===== config.mk =====
export PLATFORM = sky130hd
export DESIGN_NAME = bsg_accumulator_carry_save
export DESIGN_NICKNAME = d
export VERILOG_FILES = /design/src/rtl/bsg_accumulator_carry_save.sv
export SDC_FILE = /design/constraint.sdc
export NUM_CORES = 1
export LEC_CHECK = 0
export CORE_MARGIN = 4
export CORE_UTILIZATION = 60
export DETAILED_ROUTE_END_ITERATION = 16
export PLACE_DENSITY_LB_ADDON = 0.15
export SLEW_MARGIN = 15
export SYNTH_ARGS = -nofsm -noshare
export SYNTH_HDL_FRONTEND = slang
export SYNTH_SLANG_ARGS = --single-unit

===== constraint.sdc =====
create_clock -name clk_i -period 8.78 [get_ports clk_i]
set_clock_uncertainty 0.15 [all_clocks]
set_input_delay 2.634 -clock clk_i [delete_from_list [all_inputs] [get_ports clk_i]]
set_output_delay 2.634 -clock clk_i [all_outputs]
set_load 0.05 [all_outputs]

===== src/rtl/bsg_accumulator_carry_save.sv =====
// rtl/bsg_accumulator_carry_save.sv - carry-save stream accumulator with one resolving add per group
module bsg_accumulator_carry_save #(
  parameter int width_p     = 32,
  parameter int max_beats_p = 16,
  localparam int cnt_w      = ($clog2(max_beats_p + 1) < 1) ? 1 : $clog2(max_beats_p + 1)
) (
  input  logic               clk_i,
  input  logic               reset_i,
  input  logic               v_i,
  input  logic [width_p-1:0] data_i,
  input  logic               last_i,
  output logic               ready_o,
  output logic               v_o,
  output logic [width_p-1:0] data_o,
  output logic [cnt_w-1:0]   count_o,
  input  logic               yumi_i
);

  typedef enum logic [1:0] {eAccum, eResolve, eDone} state_e;

  state_e             state_r;
  logic [width_p-1:0] sum_r;
  logic [width_p-1:0] carry_r;
  logic [width_p-1:0] data_r;
  logic [cnt_w-1:0]   cnt_r;

  logic               accept;
  logic [width_p-1:0] maj;

  assign ready_o = (state_r == eAccum);
  assign v_o     = (state_r == eDone);
  assign data_o  = data_r;
  assign count_o = cnt_r;

  assign accept = v_i & ready_o;
  // Shifting the majority left drops the MSB carry, which keeps the pair modulo 2^width_p.
  assign maj    = (data_i & sum_r) | (data_i & carry_r) | (sum_r & carry_r);

  always_ff @(posedge clk_i or posedge reset_i) begin
    if (reset_i) begin
      state_r <= eAccum;
      sum_r   <= '0;
      carry_r <= '0;
      data_r  <= '0;
      cnt_r   <= '0;
    end else begin
      case (state_r)
        eAccum: begin
          if (accept) begin
            sum_r   <= data_i ^ sum_r ^ carry_r;
            carry_r <= maj << 1;
            if (cnt_r != cnt_w'(max_beats_p)) begin
              cnt_r <= cnt_r + 1'b1;
            end
            if (last_i) begin
              state_r <= eResolve;
            end
          end
        end
        eResolve: begin
          data_r  <= sum_r + carry_r;
          sum_r   <= '0;
          carry_r <= '0;
          state_r <= eDone;
        end
        eDone: begin
          if (yumi_i) begin
            state_r <= eAccum;
            cnt_r   <= '0;
          end
        end
        default: state_r <= eAccum;
      endcase
    end
  end

  // The consumer may only take a result that is being offered.
  yumi_only_when_valid: assert property (@(posedge clk_i) disable iff (reset_i) yumi_i |-> v_o);

endmodule

## After elaboration in Yosys (flattened, before gate mapping)

Index checks and enable logic that the tools add are counted.

| word-level totals | value |
|---|---|
| word-level logic and storage cells | 40 |
| register bits after elaboration | 103 |

| cells by class | value |
|---|---|
| bitwise logic cells | 8 |
| reduce and logical (&&, ||, !) cells | 6 |
| multiplexer cells | 12 |
| $add $sub $neg | 2 |
| equal/unequal tests | 7 |

Operators with widths:

| kind | number |
|---|---|
| $pmux 32 s2 | 2 |
| $and 31x31->31 | 3 |
| $mux 32 | 2 |
| $xor 32x32->32 | 2 |
| $or 31x31->31 | 2 |
| $add 32x32->32 | 1 |
| $mux 5 | 3 |
| $pmux 5 s2 | 1 |
| $mux 2 | 3 |
| $ne 2x1->1 const B | 3 |
| $pmux 2 s3 | 1 |
| $add 5x1->5 const B | 1 |
| $ne 5x5->1 const B | 1 |
| $reduce_and 4->1 | 1 |
| $reduce_bool 2->1 | 2 |
| $reduce_and 3->1 | 1 |
| $eq 2x1->1 const B | 1 |
| $eq 2x2->1 const B | 1 |
| $logic_not 2->1 | 1 |
| $ne 2x2->1 const B | 1 |
| $reduce_and 2->1 | 1 |
| $and 1x1->1 | 1 |

## Depth between registers and ports, before layout

Gate-level depths: netlist of the first run.

| logic depth | value |
|---|---|
| depth in word-level cells | 5 |
| depth in mapped cells | 10 |
| gate-level depth less buffers | 10 |

## Least setup slack after synthesis of the first run

OpenSTA, ideal clock, no wires.

| timing path | value |
|---|---|
| kind | flip-flop to output port |
| start | register state_r[0] |
| end | output v_o |
| data arrival time | 1.259 ns |
| cell stages (with the launch flop) | 3 |
| data required time | 5.996 ns |
| setup slack | 4.737 ns |
| cells stage by stage | dfrtp_1 clkbuf_1 nor2_1 |

| on the way | value |
|---|---|
| longest elaborated chain between the ends | 1 |

Ends and longest elaborated chain:

| item | line | RTL |
|---|---|---|
| from (decl) | 21 | `state_e state_r;` |
| from (signal assigned) | 41 | `state_r <= eAccum;` |
| from (signal assigned) | 56 | `state_r <= eResolve;` |
| from (signal assigned) | 64 | `state_r <= eDone;` |
| $eq 2x2->1 | 31 | `assign v_o = (state_r == eDone);` |
| to (decl) | 13 | `output logic v_o,` |

No other way between the ends.

## Worst setup path after layout of the first run

| timing path | value |
|---|---|
| start | register state_r[1] |
| end | output v_o |

Same word-level chain as after synthesis.

==> results_dict.tcl, run 1 <==
set metrics [dict create \
    status "finished, final reports clean" \
    grt_pass1_wl_um 21700 \
    start_util 0.616 \
    cp_data_required_time_ps 6000 \
    detail_route.wirelength_um 12800 \
    finalCriticalPeriod_ps 4840 \
    yosys_warnings 0 \
    dieArea_sq_um 11700 \
    startpoint_type "flip-flop" \
    power_frac_comb 0.558 \
    critPathMaxFanout 5 \
    vdd_ir_drop_max_mv 0.188 \
    routedWlPerCell_um 16.6 \
    grt_setup_unrepaired "false" \
    area_growth_pct 17.0 \
    grt_pass1_vias 4445 \
    die_h_um 108 \
    relSlewSlack 0.266 \
    p_leak_nw 3.24 \
    cts_root_buf "clkbuf_8" \
    cts_buffers 9 \
    netlist_area_sq_um 6020 \
    synthFlopType "dfrtp_1" \
    cts_tree "yes" \
    end_kind "output port" \
    tightest_slew_ps 1100 \
    power_switching_mw 1.21 \
    power_density_nw_per_um2 360 \
    antenna_found_initial 0 \
    drc 0 \
    yosys.area.top_type "dfrtp_1" \
    holdWs_ps 333 \
    synth_cells 571 \
    avgSynthCellArea_sq_um 10.5 \
    io_buffers 75 \
    cts.repair.resized 0 \
    crit_arrival_ps 2050 \
    hpwl_um 9420 \
    fillers 751 \
    grt_usage 0.237 \
    dr.first_iter.drc_count 266 \
    cts_num_sinks 102 \
    synth_edf_count 0 \
    routed-via-count 4657 \
    p_clk_frac 0.106 \
    hold_buffers 0 \
    hold_viol_final 0 \
    worstSetupPathType "flip-flop to output port" \
    nets 733 \
    synth_top_area_frac 0.424 \
    postLayoutCoreUtil 0.721 \
    p_sw_frac 0.475 \
    setup_tns_ps 0 \
    dr.pass1.iters 5 \
    routabilityCongestion 0.864 \
    overflow 0 \
    drive_gt1_frac 0.0392 \
    multi_input_area_sq_um 3310 \
    cts_setup_buffers 0 \
    synthesis.nets 672 \
    seq_area_sq_um 2550 \
    maxCapViolCount 0 \
    fin_crit_sh 0.551 \
    cts-htree-levels 3 \
    core_area_sq_um 9770 \
    async_flop_share 1.00 \
    grt_max_degree 65 \
    synth_cell_types 50 \
    row_count 36 \
    clkSlewWorstSetupHoldPaths_ps 100 \
    io_pins 76 \
    maxSlewViolCount 0 \
    intPower_mw 1.33 \
    ant_nets 0 \
    fmax_ghz 0.207 \
    seq_area_frac_synth 0.424 \
    clk_path_buf_depth 2 \
    synth_area_leaders "dfrtp_1 42%, fa_1 10%, a22o_1 9.2%" \
    die_x_um 108 \
    synth-seq-cells 102 \
    seq_power_share 0.336 \
    antennaDiodeCount 0 \
    clock_latency_ps 380 \
    avgViaCountPerCell 6.05 \
    setup_viol 0 \
    hold_class "flip-flop to flip-flop" \
]
sequential cells by signal (all words and copies together), names as in the netlist:
signal	cells
data_o	32
state_r	2
sum_r	32
carry_r	31
count_o	5
critical path: stages, from the launching register on:
cell,delay [ps]
dfrtp_1,390
inv_1,140
nor2_1,270
clkdlybuf4s50_1,860
routing by layer:
layer / routed length (um) / vias to the layer above / track usage
li1: - / 2230 / -
met1: 5790 / 2288 / 0.330
met2: 6190 / 131 / 0.380
met3: 662 / 8 / 0.0567
met4: 131 / 0 / 0.0550
met5: 0 / - / 0
cell usage after synthesis, drive strengths merged (4+ instances only):
master and instances:
a22o 63, a21o 11, nand4 9, a31oi 6, dfrtp 102, and2 4
nand3 13, nor3 5, and3 10, inv 18, nand2 59, xnor2 8
xor2 16, nor2 22, o211ai 4, o31ai 6, ha 33, clkbuf 24
o21ai 42, buf 4, or3 4, a21oi 33, fa 31, o21a 6
path summary, 6_finish.rpt:
path	slack (ps)	start	end	cells after the start
setup / recovery	3940	state_r[1]$_DFFE_PP0P_	v_o	3
hold / removal	330	data_o[27]$_DFFE_PP0P_	data_o[27]$_DFFE_PP0P_	2
setup reg to reg	5710	sum_r[1]$_DFFE_PP0P_	data_o[31]$_DFFE_PP0P_	10
hold reg to reg	330	data_o[27]$_DFFE_PP0P_	data_o[27]$_DFFE_PP0P_	2
max in group asynchronous	4880	reset_i	data_o[13]$_DFFE_PP0P_	3
min in group asynchronous	2530	reset_i	carry_r[9]$_DFFE_PP0P_	2
metrics by stage:
| stage | worst slack (ps) | cells | total power, mW | instance area [sq um] |
|---|---|---|---|---|
| 2_1_floorplan | 3320 | 571 | 1.86 | 6020 |
| 3_3_place_gp | 4050 | 754 | 2.23 | 6870 |
| 3_5_place_dp | 4010 | 754 | 2.28 | 6870 |
| 4_1_cts | 3930 | 770 | 2.56 | 7040 |
| 5_1_grt | 3810 | 770 | 2.75 | 7040 |
| 6_report | 3940 | 770 | 2.54 | 7040 |
area by class of cell:
class,count,area share
Clock inverter,7,0.00711
Clock buffer,9,0.0176
Sequential cell,102,0.362
Multi-Input combinational cell,423,0.470
Tap cell,133,0.0236
Inverter,18,0.00995
Timing Repair Buffer,78,0.110
power groups by stage:
stage / combinational [mW] / clock (mW) / sequential, mW
floorplan: 0.764 / 0 / 1.09
global placement: 1.37 / 0 / 0.854
CTS: 1.42 / 0.281 / 0.855
detailed placement: 1.42 / 0 / 0.863
finish: 1.41 / 0.270 / 0.852
global route: 1.57 / 0.297 / 0.886
cell families (layout without fill, tap and decap cells):
kind of cell,count (synthesis),count (layout),share of synthesized area
flip-flops,102,102,0.424
adder cells (fa/ha/maj),64,64,0.172
AO/OA/AOI/OAI,197,197,0.232
XOR/XNOR,24,24,0.0349
buffers and inverters,46,112,0.0291
AND/OR/NAND/NOR,138,138,0.108
layout by cell type (no fill, tap or decap), types with 17 or more instances in the layout:
cell               n
nand2_1           58
a21oi_1           33
dfrtp_1          102
fa_1              31
nor2_1            22
inv_1             17
a22o_1            63
ha_1              33
o21ai_0           40
clkdlybuf4s50_1   75
Power figures use the tool's default switching activity.
==> run 2, diff against run 1 <==
- CORE_UTILIZATION: 60 -> 51
- clock period: 8.78 -> 4.4 ns (I/O delays scaled with it)
==> results_dict.tcl, run 2 (synthesis results as in run 1) <==
set metrics [dict create \
    end_kind "output port" \
    most-common-layout-cells "102 x dfrtp_1, 75 x clkdlybuf4s50_1, 63 x a22o_1" \
    grt_usage 0.212 \
    antenna_found_initial 0 \
    relSlewSlack 0.261 \
    maxCapViolCount 0 \
    worstSetupPathType "flip-flop to output port" \
    grt_pass1_vias 4600 \
    cts_buffers 9 \
    critPathMaxFanout 5 \
    hold_class "flip-flop to flip-flop" \
    ant_nets 0 \
    hold_buffers 0 \
    cts_tree "yes" \
    grt_pass1_wl_um 22600 \
    io_pins 76 \
    fin_cells 783 \
    start_util 0.525 \
    power_switching_mw 2.44 \
    routedWlPerCell_um 16.9 \
    overflow 0 \
    drc 0 \
    routabilityCongestion 0.864 \
    hold_viol_final 0 \
    crit_chain "inv_1 -> nor2_1 -> clkdlybuf4s50_1" \
    setup_viol 0 \
    p_sw_frac 0.447 \
    hpwl_um 9960 \
    maxSlewViolCount 0 \
    p_leak_nw 3.33 \
    cts-htree-levels 3 \
    vdd_ir_drop_max_mv 0.472 \
    reg2reg_slack_ps 1360 \
    cts.repair.resized 0 \
    grt_max_degree 55 \
    status "finished, final reports clean" \
    cp_data_required_time_ps 2930 \
    detail_route.wirelength_um 13200 \
    critical_path.slowest_cell "clkdlybuf4s50_1" \
    fmax_ghz 0.287 \
    die_h_um 117 \
    core_area_sq_um 11500 \
    final_common_cell "dfrtp_1" \
    routed-via-count 4611 \
    cpPeakStageDelay_ps 870 \
    startpoint_type "flip-flop" \
    clkSlewWorstSetupHoldPaths_ps 60 \
    p_clk_frac 0.165 \
    seq_power_share 0.310 \
    cts_num_sinks 102 \
    critPathTopFamily "buffers and inverters" \
    dieArea_sq_um 13600 \
    drive_gt1_frac 0.0422 \
    die_x_um 117 \
    whs_path_depth 2 \
    path_buf_inv 2 \
    tightest_slew_ps 1110 \
    power_density_nw_per_um2 752 \
    fin_crit_sh 0.792 \
    post_dp_cell_area_sq_um 6920 \
    r2r_end "data_o[31]$_DFFE_PP0P_" \
    place_inst 767 \
    min_from "data_o[0]$_DFFE_PP0P_" \
    dr.first_iter.drc_count 344 \
    avgViaCountPerCell 5.89 \
    dr.pass1.iters 5 \
    antennaDiodeCount 0 \
    nets 736 \
    area_growth_pct 20.5 \
    clock_latency_ps 350 \
    finalCriticalPeriod_ps 3490 \
    power_frac_comb 0.525 \
    clk_path_buf_depth 2 \
    min_to "data_o[0]$_DFFE_PP0P_" \
    crit_arrival_ps 2020 \
    setup_tns_ps 0 \
    io_buffers 75 \
    r2r_cells 10 \
    cts_root_buf "clkbuf_16" \
    fin_area_sq_um 7250 \
    cts_setup_buffers 0 \
    row_count 39 \
    cp-startpoint "state_r[1]$_DFFE_PP0P_" \
    grt_setup_unrepaired "false" \
    intPower_mw 3.02 \
    timing.rr.start "sum_r[1]$_DFFE_PP0P_" \
]
run 2: power groups by stage:
stage	sequential [mW]	clock [mW]	combinational [mW]
3_3_place_gp	1.70	0	2.79
2_1_floorplan	2.18	0	1.52
4_1_cts	1.70	0.917	2.88
5_1_grt	1.76	0.955	3.15
6_report	1.69	0.899	2.86
3_5_place_dp	1.71	0	2.85
run 2: metrics by stage:
stage	total power, mW	setup slack (ps)	util	hold slack (ps)
after global routing	5.87	827	0.633	364
after CTS	5.49	909	0.633	335
after global placement	4.49	1200	0.603	308
after detailed placement	4.57	1160	0.603	321
after floorplan	3.70	255	-	315
final	5.45	913	0.633	327
run 2: cell type report:
class / instances / area [sq um]
fillers: 936 / 4210
multi-input cells: 423 / 3310
flip-flops and latches: 102 / 2550
repair buffers: 81 / 808
clock buffers: 10 / 229
well taps: 143 / 179
clock inverters: 6 / 109
inverters: 18 / 70.1
run 2: worst max-delay path by stage:
stage	end	slack [ps]	depth (start not counted)
final	v_o	910	3
after global routing	v_o	830	3
after CTS	v_o	910	3
after detailed placement	sum_r[2]$_DFFE_PP0P_	1160	4
after global placement	sum_r[2]$_DFFE_PP0P_	1200	4
after floorplan	carry_r[10]$_DFFE_PP0P_	250	1
run 2: routing by layer:
layer | global-route usage | up-vias | share of wire
met1 | 0.296 | 2250 | 0.46
met5 | 0 | - | 0
met2 | 0.332 | 101 | 0.47
met3 | 0.0461 | 19 | 0.044
li1 | - | 2241 | -
met4 | 0.0688 | 0 | 0.021
run 2: worst register-to-register path, stage by stage (launching register included):
cell	delay, ps
dfrtp_1	390
ha_1	180
inv_1	50
fa_1	400
nand2b_1	190
a21oi_1	210
o31a_1	240
o21ai_0	210
a211oi_1	580
a2111o_1	240
o211ai_1	80
==> patch (config.mk and constraints of run 2) <==
Change the parameter `max_beats_p` from 16 to 32.
--- a/src/rtl/bsg_accumulator_carry_save.sv
+++ b/src/rtl/bsg_accumulator_carry_save.sv
@@ -1,7 +1,7 @@
 // rtl/bsg_accumulator_carry_save.sv - carry-save stream accumulator with one resolving add per group
 module bsg_accumulator_carry_save #(
   parameter int width_p     = 32,
-  parameter int max_beats_p = 16,
+  parameter int max_beats_p = 32,
   localparam int cnt_w      = ($clog2(max_beats_p + 1) < 1) ? 1 : $clog2(max_beats_p + 1)
 ) (
   input  logic               clk_i,
Ports: changed (resized count_o); port bits go from 76 to 77. The function was not compared with the original's and may differ.
==> patch against run 2 <==
- final area shrank 0.48%
- clock power fell by 13%
- sequential cell count is 1 higher
- total power decreased by 0.98%
- routed wire length increased by 0.97%
- core utilization down 0.31 points
- setup slack better by 0.14 ns
- synthesized area barely moved
- first-iteration DRC count fell by 19%
- via count down 1.1%
- largest cell class unchanged
- highest routed layer unchanged
==> patch: results (changes against run 2) <==
Run status:
- Outcome: completed (unchanged).

Power:
- The largest voltage drop on the vdd net came to 460.2 uV (was 472.1 uV).
- The static leakage came to 0.003292 uW (was 0.003327 uW).

Final layout:
- The fraction of standard cell area that is sequential is 0.3571 (was 0.3519).
- The core occupancy in the finished layout is 0.6295 (was 0.6325).
- The final standard cell count with taps included and fillers excluded is 777 (was 783).
- The layout net count is 730 (was 736).
- The fraction of final layout cells sized beyond drive strength 1 was 0.05205 (was 0.04219).
- The final-layout fill cell count is 937 (was 936).
- The number of ordinary inverters in the final layout is 14 (was 18).
- The multi-input logic portion of the cell area came to 0.4559 (was 0.4558).
- The multi-input combinational cell count was 420 (was 423).
- The clock buffer instance count of the final layout is 11 (was 10).

Placed design:
- The number of placed instances with taps included was 761 (was 767).
- The number of buffers inserted by port buffering came to 76 (was 75).
- The final weighted congestion in routability-driven placement came to 0.8873 (was 0.8641).
- The detailed placement HPWL was 10050 um (was 9956 um).
- The cell area after placement is 0.006925 mm2 (was 0.006915 mm2).
- The worst slack at placement was 1.171 ns (was 1.165 ns).

Routing:
- The total met2 wirelength after detailed routing is 5836 um (was 6278 um).
- The detailed-route via count is 4562 (was 4611).
- The sum of routed wire segments on met1 is 6687 um (was 6101 um).
- The met3 layer wire length in the routed design was 688 um (was 584 um).
- The average wire per cell in the routed design is 17.21 um (was 16.91 um).
- The violation count after the first detailed-route iteration was 278 (was 344).

Timing:
- The worst hold-check slack came to 0.3245 ns (was 0.3273 ns).
- The transition time at the pin with the least slew margin is 1.102 ns (was 1.105 ns).

Global route:
- The wire length of the first global-routing pass is 23030 um (was 22620 um).
- The all-layer global routing usage is 0.2154 (was 0.2121).
- The met3 track utilization from global routing came to 0.04560 (was 0.04611).
- The fraction of met2 tracks used by global routing is 0.3131 (was 0.3322).
- The via count of the first global-routing pass is 4544 (was 4600).
- The global-route track usage on met1 is 0.3329 (was 0.2964).
- The largest net degree at the start of global routing is 54 (was 55).

Clock network:
- The CTS sink count came to 103 (was 102).
- The clock slew at the register clock pins of the worst setup and hold paths is approximately 0.070 ns.

Synth:
- The number of unique standard cell types used by synthesis is 51 (was 50).
- The net count of the mapped netlist was 667 (was 672).
- The post-synthesis instance total is 566 (was 571).
- Leading cell types by total area after synthesis: dfrtp_1 43%, fa_1 10%, a22o_1 9.2% (was dfrtp_1 42%, fa_1 10%, a22o_1 9.2%).
- Most used standard cells in the synthesized netlist: 103 x dfrtp_1, 63 x a22o_1, 61 x nand2_1, 33 x a21oi_1, 33 x ha_1 (was 102 x dfrtp_1, 63 x a22o_1, 59 x nand2_1, 40 x o21ai_0).

Hold path:
- The worst-case hold path end point is data_o[5] (was data_o[0]).

Setup path:
- The maximum fanout along the worst path is 6 (was 5).
- The capture point of the worst reg-to-reg path is data_o[31] (unchanged).
- The critical path data arrival time came to 1.88 ns (was 2.02 ns).
[patch: report_power, final]
| part | total, uW | internal (uW) | switching, uW | leakage (uW) |
|---|---|---|---|---|
| registers | 1730 | 1340 | 397 | 0.00133 |
| clock network | 779 | 419 | 360 | 0.000135 |
| logic | 2890 | 1160 | 1730 | 0.00183 |
| total | 5400 | 2910 | 2490 | 0.00329 |
[patch: how the worst max path moves through the flow]
stage	slack, ns	from	to	cells past startpoint
3_5_place_dp	1.17	v_i	count_o[0]	5
3_3_place_gp	1.21	v_i	count_o[0]	5
4_1_cts	1.03	state_r[0]	v_o	3
6_report	1.05	state_r[0]	v_o	3
2_1_floorplan	0.23	reset_i	carry_r[10]	1
5_1_grt	0.93	state_r[0]	v_o	3
[patch: cells by family after synthesis]
family                     Yosys count  synth area share
DFF                                103            0.4281
buffers and inverters               43           0.02785
muxes                                1          0.001663
xor gates and xnor gates            29           0.04219
and+or+nand+nor                    136            0.1029
AOI/OAI and AO/OA                  190            0.2257
adders and majority gates           64            0.1717
